File: src/rtl/pipe_ctrl.sv
// pipe_ctrl: pipeline control unit for the RISC-V core.
// Arbitrates per-stage hold requests, jump redirects and trap redirects. It drives one
// PC-redirect port plus per-stage hold and flush vectors. A jump that arrives while older
// stages are stalled is deferred. Every redirect is followed by FLUSH_CYCLES fetch bubbles.
//
// Ports:
//   clk            clock, rising edge
//   rst_n          asynchronous active-low reset
//   hold_req_i     per-stage hold requests (stage 0 = fetch, higher index = older)
//   jump_en_i      one-cycle jump request from JUMP_STAGE
//   jump_addr_i    jump target
//   trap_en_i      one-cycle trap/interrupt redirect request
//   trap_addr_i    trap target
//   pc_redirect_o  PC generator loads pc_addr_o this cycle
//   pc_addr_o      redirect target
//   hold_o         per-stage hold
//   flush_o        per-stage bubble insert (overrides hold_o)
//   busy_o         jump pending or bubbles outstanding
//   err_o          one-cycle pulse: a jump was dropped by a collision
module pipe_ctrl #(
    parameter int unsigned ADDR_W       = 32,
    parameter int unsigned NUM_STAGES   = 4,
    parameter int unsigned JUMP_STAGE   = 2,
    parameter int unsigned FLUSH_CYCLES = 1
) (
    input  logic                  clk,
    input  logic                  rst_n,
    input  logic [NUM_STAGES-1:0] hold_req_i,
    input  logic                  jump_en_i,
    input  logic [ADDR_W-1:0]     jump_addr_i,
    input  logic                  trap_en_i,
    input  logic [ADDR_W-1:0]     trap_addr_i,
    output logic                  pc_redirect_o,
    output logic [ADDR_W-1:0]     pc_addr_o,
    output logic [NUM_STAGES-1:0] hold_o,
    output logic [NUM_STAGES-1:0] flush_o,
    output logic                  busy_o,
    output logic                  err_o
);

    localparam logic [2:0] BubReload = 3'(FLUSH_CYCLES);

    logic                  r_pend_vld;
    logic [ADDR_W-1:0]     r_pend_addr;
    logic [2:0]            r_bub_cnt;
    logic                  r_err;

    logic                  w_pend_vld_nxt;
    logic [ADDR_W-1:0]     w_pend_addr_nxt;
    logic [2:0]            w_bub_cnt_nxt;
    logic                  w_err_nxt;

    logic                  w_stall_old;
    logic [NUM_STAGES-1:0] w_hold;
    logic [NUM_STAGES-1:0] w_jump_flush;
    logic                  w_redirect;
    logic [ADDR_W-1:0]     w_addr;
    logic [NUM_STAGES-1:0] w_flush;

    // Stall propagation towards younger stages, and the jump flush mask (stages younger
    // than the resolving stage).
    always_comb begin
        w_stall_old  = 1'b0;
        w_hold       = '0;
        w_jump_flush = '0;
        for (int unsigned k = 0; k < NUM_STAGES; k++) begin
            if (k > JUMP_STAGE) begin
                w_stall_old = w_stall_old | hold_req_i[k];
            end
            if (k < JUMP_STAGE) begin
                w_jump_flush[k] = 1'b1;
            end
            for (int unsigned j = 0; j < NUM_STAGES; j++) begin
                if (j >= k) begin
                    w_hold[k] = w_hold[k] | hold_req_i[j];
                end
            end
        end
    end

    // Redirect arbitration and next-state.
    always_comb begin
        w_redirect      = 1'b0;
        w_addr          = '0;
        w_flush         = '0;
        w_pend_vld_nxt  = r_pend_vld;
        w_pend_addr_nxt = r_pend_addr;
        w_bub_cnt_nxt   = r_bub_cnt;
        w_err_nxt       = 1'b0;

        if (trap_en_i) begin
            // Trap wins unconditionally; any pending jump is discarded.
            w_redirect     = 1'b1;
            w_addr         = trap_addr_i;
            w_flush        = '1;
            w_pend_vld_nxt = 1'b0;
            w_bub_cnt_nxt  = BubReload;
        end else if (r_pend_vld && !w_stall_old) begin
            // Older pending jump issues; a same-cycle new jump is dropped.
            w_redirect     = 1'b1;
            w_addr         = r_pend_addr;
            w_flush        = w_jump_flush;
            w_pend_vld_nxt = 1'b0;
            w_bub_cnt_nxt  = BubReload;
            w_err_nxt      = jump_en_i;
        end else if (jump_en_i && !w_stall_old) begin
            w_redirect     = 1'b1;
            w_addr         = jump_addr_i;
            w_flush        = w_jump_flush;
            w_bub_cnt_nxt  = BubReload;
        end else if (jump_en_i) begin
            // Deferred; a newer jump overwrites an older pending one.
            w_pend_vld_nxt  = 1'b1;
            w_pend_addr_nxt = jump_addr_i;
            w_err_nxt       = r_pend_vld;
        end

        if (!w_redirect && (r_bub_cnt != 3'd0)) begin
            w_flush[0]    = 1'b1;
            w_bub_cnt_nxt = r_bub_cnt - 3'd1;
        end
    end

    always_ff @(posedge clk or negedge rst_n) begin
        if (!rst_n) begin
            r_pend_vld  <= 1'b0;
            r_pend_addr <= '0;
            r_bub_cnt   <= 3'd0;
            r_err       <= 1'b0;
        end else begin
            r_pend_vld  <= w_pend_vld_nxt;
            r_pend_addr <= w_pend_addr_nxt;
            r_bub_cnt   <= w_bub_cnt_nxt;
            r_err       <= w_err_nxt;
        end
    end

    // While reset is asserted every stage is flushed and nothing else is driven.
    always_comb begin
        if (!rst_n) begin
            pc_redirect_o = 1'b0;
            pc_addr_o     = '0;
            hold_o        = '0;
            flush_o       = '1;
            busy_o        = 1'b0;
            err_o         = 1'b0;
        end else begin
            pc_redirect_o = w_redirect;
            pc_addr_o     = w_addr;
            hold_o        = w_hold;
            flush_o       = w_flush;
            busy_o        = r_pend_vld | (r_bub_cnt != 3'd0);
            err_o         = r_err;
        end
    end

endmodule

File: config.mk
export PLATFORM = sky130hd
export DESIGN_NAME = pipe_ctrl
export DESIGN_NICKNAME = d
export VERILOG_FILES = /design/src/rtl/pipe_ctrl.sv
export SDC_FILE = /design/constraint.sdc
export NUM_CORES = 1
export LEC_CHECK = 0
export CELL_PAD_IN_SITES_DETAIL_PLACEMENT = 1
export CELL_PAD_IN_SITES_GLOBAL_PLACEMENT = 2
export CORE_AREA = 2 2 112 114
export DETAILED_ROUTE_END_ITERATION = 6
export DIE_AREA = 0 0 114 116
export HOLD_SLACK_MARGIN = 0.15
export MAX_ROUTING_LAYER = met4
export PLACE_DENSITY_LB_ADDON = 0.12
export SLEW_MARGIN = 10
export SYNTH_ARGS = -nofsm -noshare
export SYNTH_HDL_FRONTEND = slang
export SYNTH_SLANG_ARGS = --single-unit
File: constraint.sdc
create_clock -name clk -period 1.3 [get_ports clk]
set_input_delay 0.13 -clock clk [delete_from_list [all_inputs] [get_ports clk]]
set_output_delay 0.13 -clock clk [all_outputs]
set_load 0.05 [all_outputs]
==> qor.txt <==
Status = complete, but fails checks
Failing checks = negative setup slack
Antenna Violating Nets Remaining = 0
Fin Setup TNS = -16,070 ps
Rel. slew slack = 0.610
Share of cells above drive strength 1 = 0.438
Routed len/inst = 18.8 um
Skew-Pair Late Insertion Delay = 280 ps
Layout area overhead = 106%
Avg Cell Area, Syn = 10.9 um^2
Synth area leaders = dfrtp_1 33%, mux2_1 12%, nor4bb_1 11%
Final worst slack = -487 ps
Setup CP Type = reg2out
Number of I/O pins = 115
Post-synth top area share = 0.326
RSZ-0062 raised after global routing = yes
Post-synth top cells = 37 x dfrtp_1, 33 x nand2b_1, 32 x and3b_1, 32 x nor4bb_1, 32 x o311a_1
Rows = 40
Most used DFF post-synth = dfrtp_1
Synth unique cells = 29
Iter 0 DRT Violations = 77
Fmax = 0.560 GHz
Drt pass-1 iters = 4
Share of synthesized flip-flops with an asynchronous set or reset = 1.00
First-pass GRT wire length = 16,300 um
Die ar. = 13,200 um^2
VDD IR max = 0.611 mV
Worst path bufs/invs = 2
Cell accounting for the most synthesized area = dfrtp_1
Cell Area, Synth = 2840 um^2
Max incr delay on CP = 460 ps
Reg2reg setup slack = -120 ps
Number of global-route vias before repair = 2,967
Worst R2R End = r_bub_cnt[0]
Root Driver = clkbuf_16
Final Util = 0.491
Post-Layout Cell Count = 544
Critical path, cell by cell = buf_12 -> and3b_1 -> o311a_4 -> buf_12
Clock transition at the registers of the reported paths = 60 ps
Post-synth EDFFs = 0
CTS tree = yes
CP top delay family = flip-flops
Initial antenna violation count = 0
Die Height = 116 um
Final Max Slew Viols = 0
Clock Tree Buf Depth = 2
CP endpoint kind = output port
Tightest Pin Transition = 584 ps
Yosys reg bits = 37
Crit-path max FO = 30
Max-cap violations = 0
Clock Skew = 6.74 ps
Worst reg2reg startpoint = r_bub_cnt[0]
Initial Utilization = 0.238
PwrDens = 817 nW/um^2
Total Power Consumption = 4.78 mW
Period utilization = 1.37
Top-count cell post-synth = dfrtp_1
Sink Count = 37
Worst hold path type = in2async
Pleak = 2.42 nW
Tot GR Track Use = 0.161
Synth warn = 0
Residual DRC = 0
Reg2Reg Depth = 6
Ant diodes = 0
WL final = 10,200 um
Largest net degree at the start of global routing = 31
I/O Buffers = 114
CP most frequent cell = buf_12
H-tree levels = 2
CTS buffer count = 5
GRT overflow = 0
Gpl congestion = 0.697
Hpwl dp = 6770 um
Final Hold Vio Count = 0
Vias per cell = 4.95
Seq/Total Area, Yosys = 0.326
Mapped Cells = 261
Core ar. = 11,900 um^2
Die W = 114 um
Fin crit period = 1790 ps
Nets = 470
Crit start category = register
Setup violators final = 39
CP required = 1170 ps
Vias after detailed routing = 2,691
Worst path slowest cell = dfrtp_2
Placed insts = 525
CP arrival = 1660 ps
Net Count, Synth = 335
-- logic make-up (layout without fill, tap and decap cells) --
family | Yosys count | count (layout) | synth area share
xor+xnor | 1 | 1 | 0.00309
compound gates | 41 | 41 | 0.146
buf+inv | 40 | 176 | 0.0740
flops | 37 | 37 | 0.326
mux | 32 | 32 | 0.127
fa+ha+maj | 2 | 2 | 0.00881
simple gates | 108 | 108 | 0.315
-- how the worst max path moves through the flow --
stage	start	to	slack, ps	depth (start not counted)
global route	r_pend_vld	pc_addr_o[30]	-540	4
detailed placement	jump_en_i	pc_addr_o[22]	-490	5
global placement	jump_en_i	pc_addr_o[2]	-440	5
floorplan	r_bub_cnt[0]	flush_o[0]	-100	4
CTS	r_pend_vld	pc_addr_o[25]	-480	4
finish	r_pend_vld	pc_addr_o[28]	-490	4
-- timing repair --
action                                  4_1_cts  5_1_grt
cloned                                        1        0
hold endpoints to repair                     27        0
endpoints found under the setup margin       70       44
setup buffers                                 3        2
resized for setup                            30       26
pin swaps                                     2        3
hold buffers                                  5        0
-- report_power, final --
| part | total [mW] | switching, mW | internal [mW] |
|---|---|---|---|
| sequential | 1.46 | 0.0942 | 1.36 |
| clock | 1.17 | 0.470 | 0.704 |
| combinational | 2.14 | 0.942 | 1.20 |
| total | 4.78 | 1.51 | 3.27 |
-- worst min-delay path: cells and delay by family --
family                 cells  cell delay [ps]
buffers and inverters      3              650
-- cell type report --
cell class,instances,area [um^2]
tap,147,184
fill,1199,6070
inverter,4,15.0
sequential,37,927
timing repair buffer,164,2130
clock buffer,6,129
clock inverter,2,10.0
multi-input combinational,184,2450
-- cells in the final DEF (no fill, tap or decap), drive strengths merged, types with 2 or more instances in the layout --
cell           netlist  final
clkdlybuf4s50        0     67
and3b               32     32
nor4bb              32     32
nor3b                2      2
clkinv               0      2
nand3b               2      2
a2111oi              2      2
mux2                32     32
o21a                 2      2
ha                   2      2
nor2b                2      2
dfrtp               37     37
and2                 2      2
o311a               32     32
inv                  4      4
nand2b              33     33
buf                 22     90
clkbuf              14      6
dlygate4sd3          0      5
-- flip-flops by register name, summed over array words and instances, names as in the netlist --
register     cells
r_bub_cnt        3
r_err            1
r_pend_addr     32
r_pend_vld       1
-- metrics by stage --
| stage | area [um^2] | hold slack, ps | setup slack [ps] |
|---|---|---|---|
| 3_3_place_gp | 5210 | 204 | -437 |
| 6_report | 5850 | 164 | -487 |
| 3_5_place_dp | 5210 | 205 | -485 |
| 4_1_cts | 5640 | 174 | -480 |
| 2_1_floorplan | 3240 | -166 | -102 |
| 5_1_grt | 5850 | 198 | -540 |
-- metal layers --
| layer | part of all wire | routed length, um | up-vias | track usage |
|---|---|---|---|---|
| met2 | 0.51 | 5160 | 60 | 0.267 |
| met3 | 0.037 | 377 | 4 | 0.0267 |
| met5 | 0 | 0 | - | - |
| li1 | - | - | 1274 | - |
| met1 | 0.45 | 4610 | 1353 | 0.210 |
| met4 | 0.0051 | 52 | 0 | 0.0268 |
(Power assumes the default switching activity.)
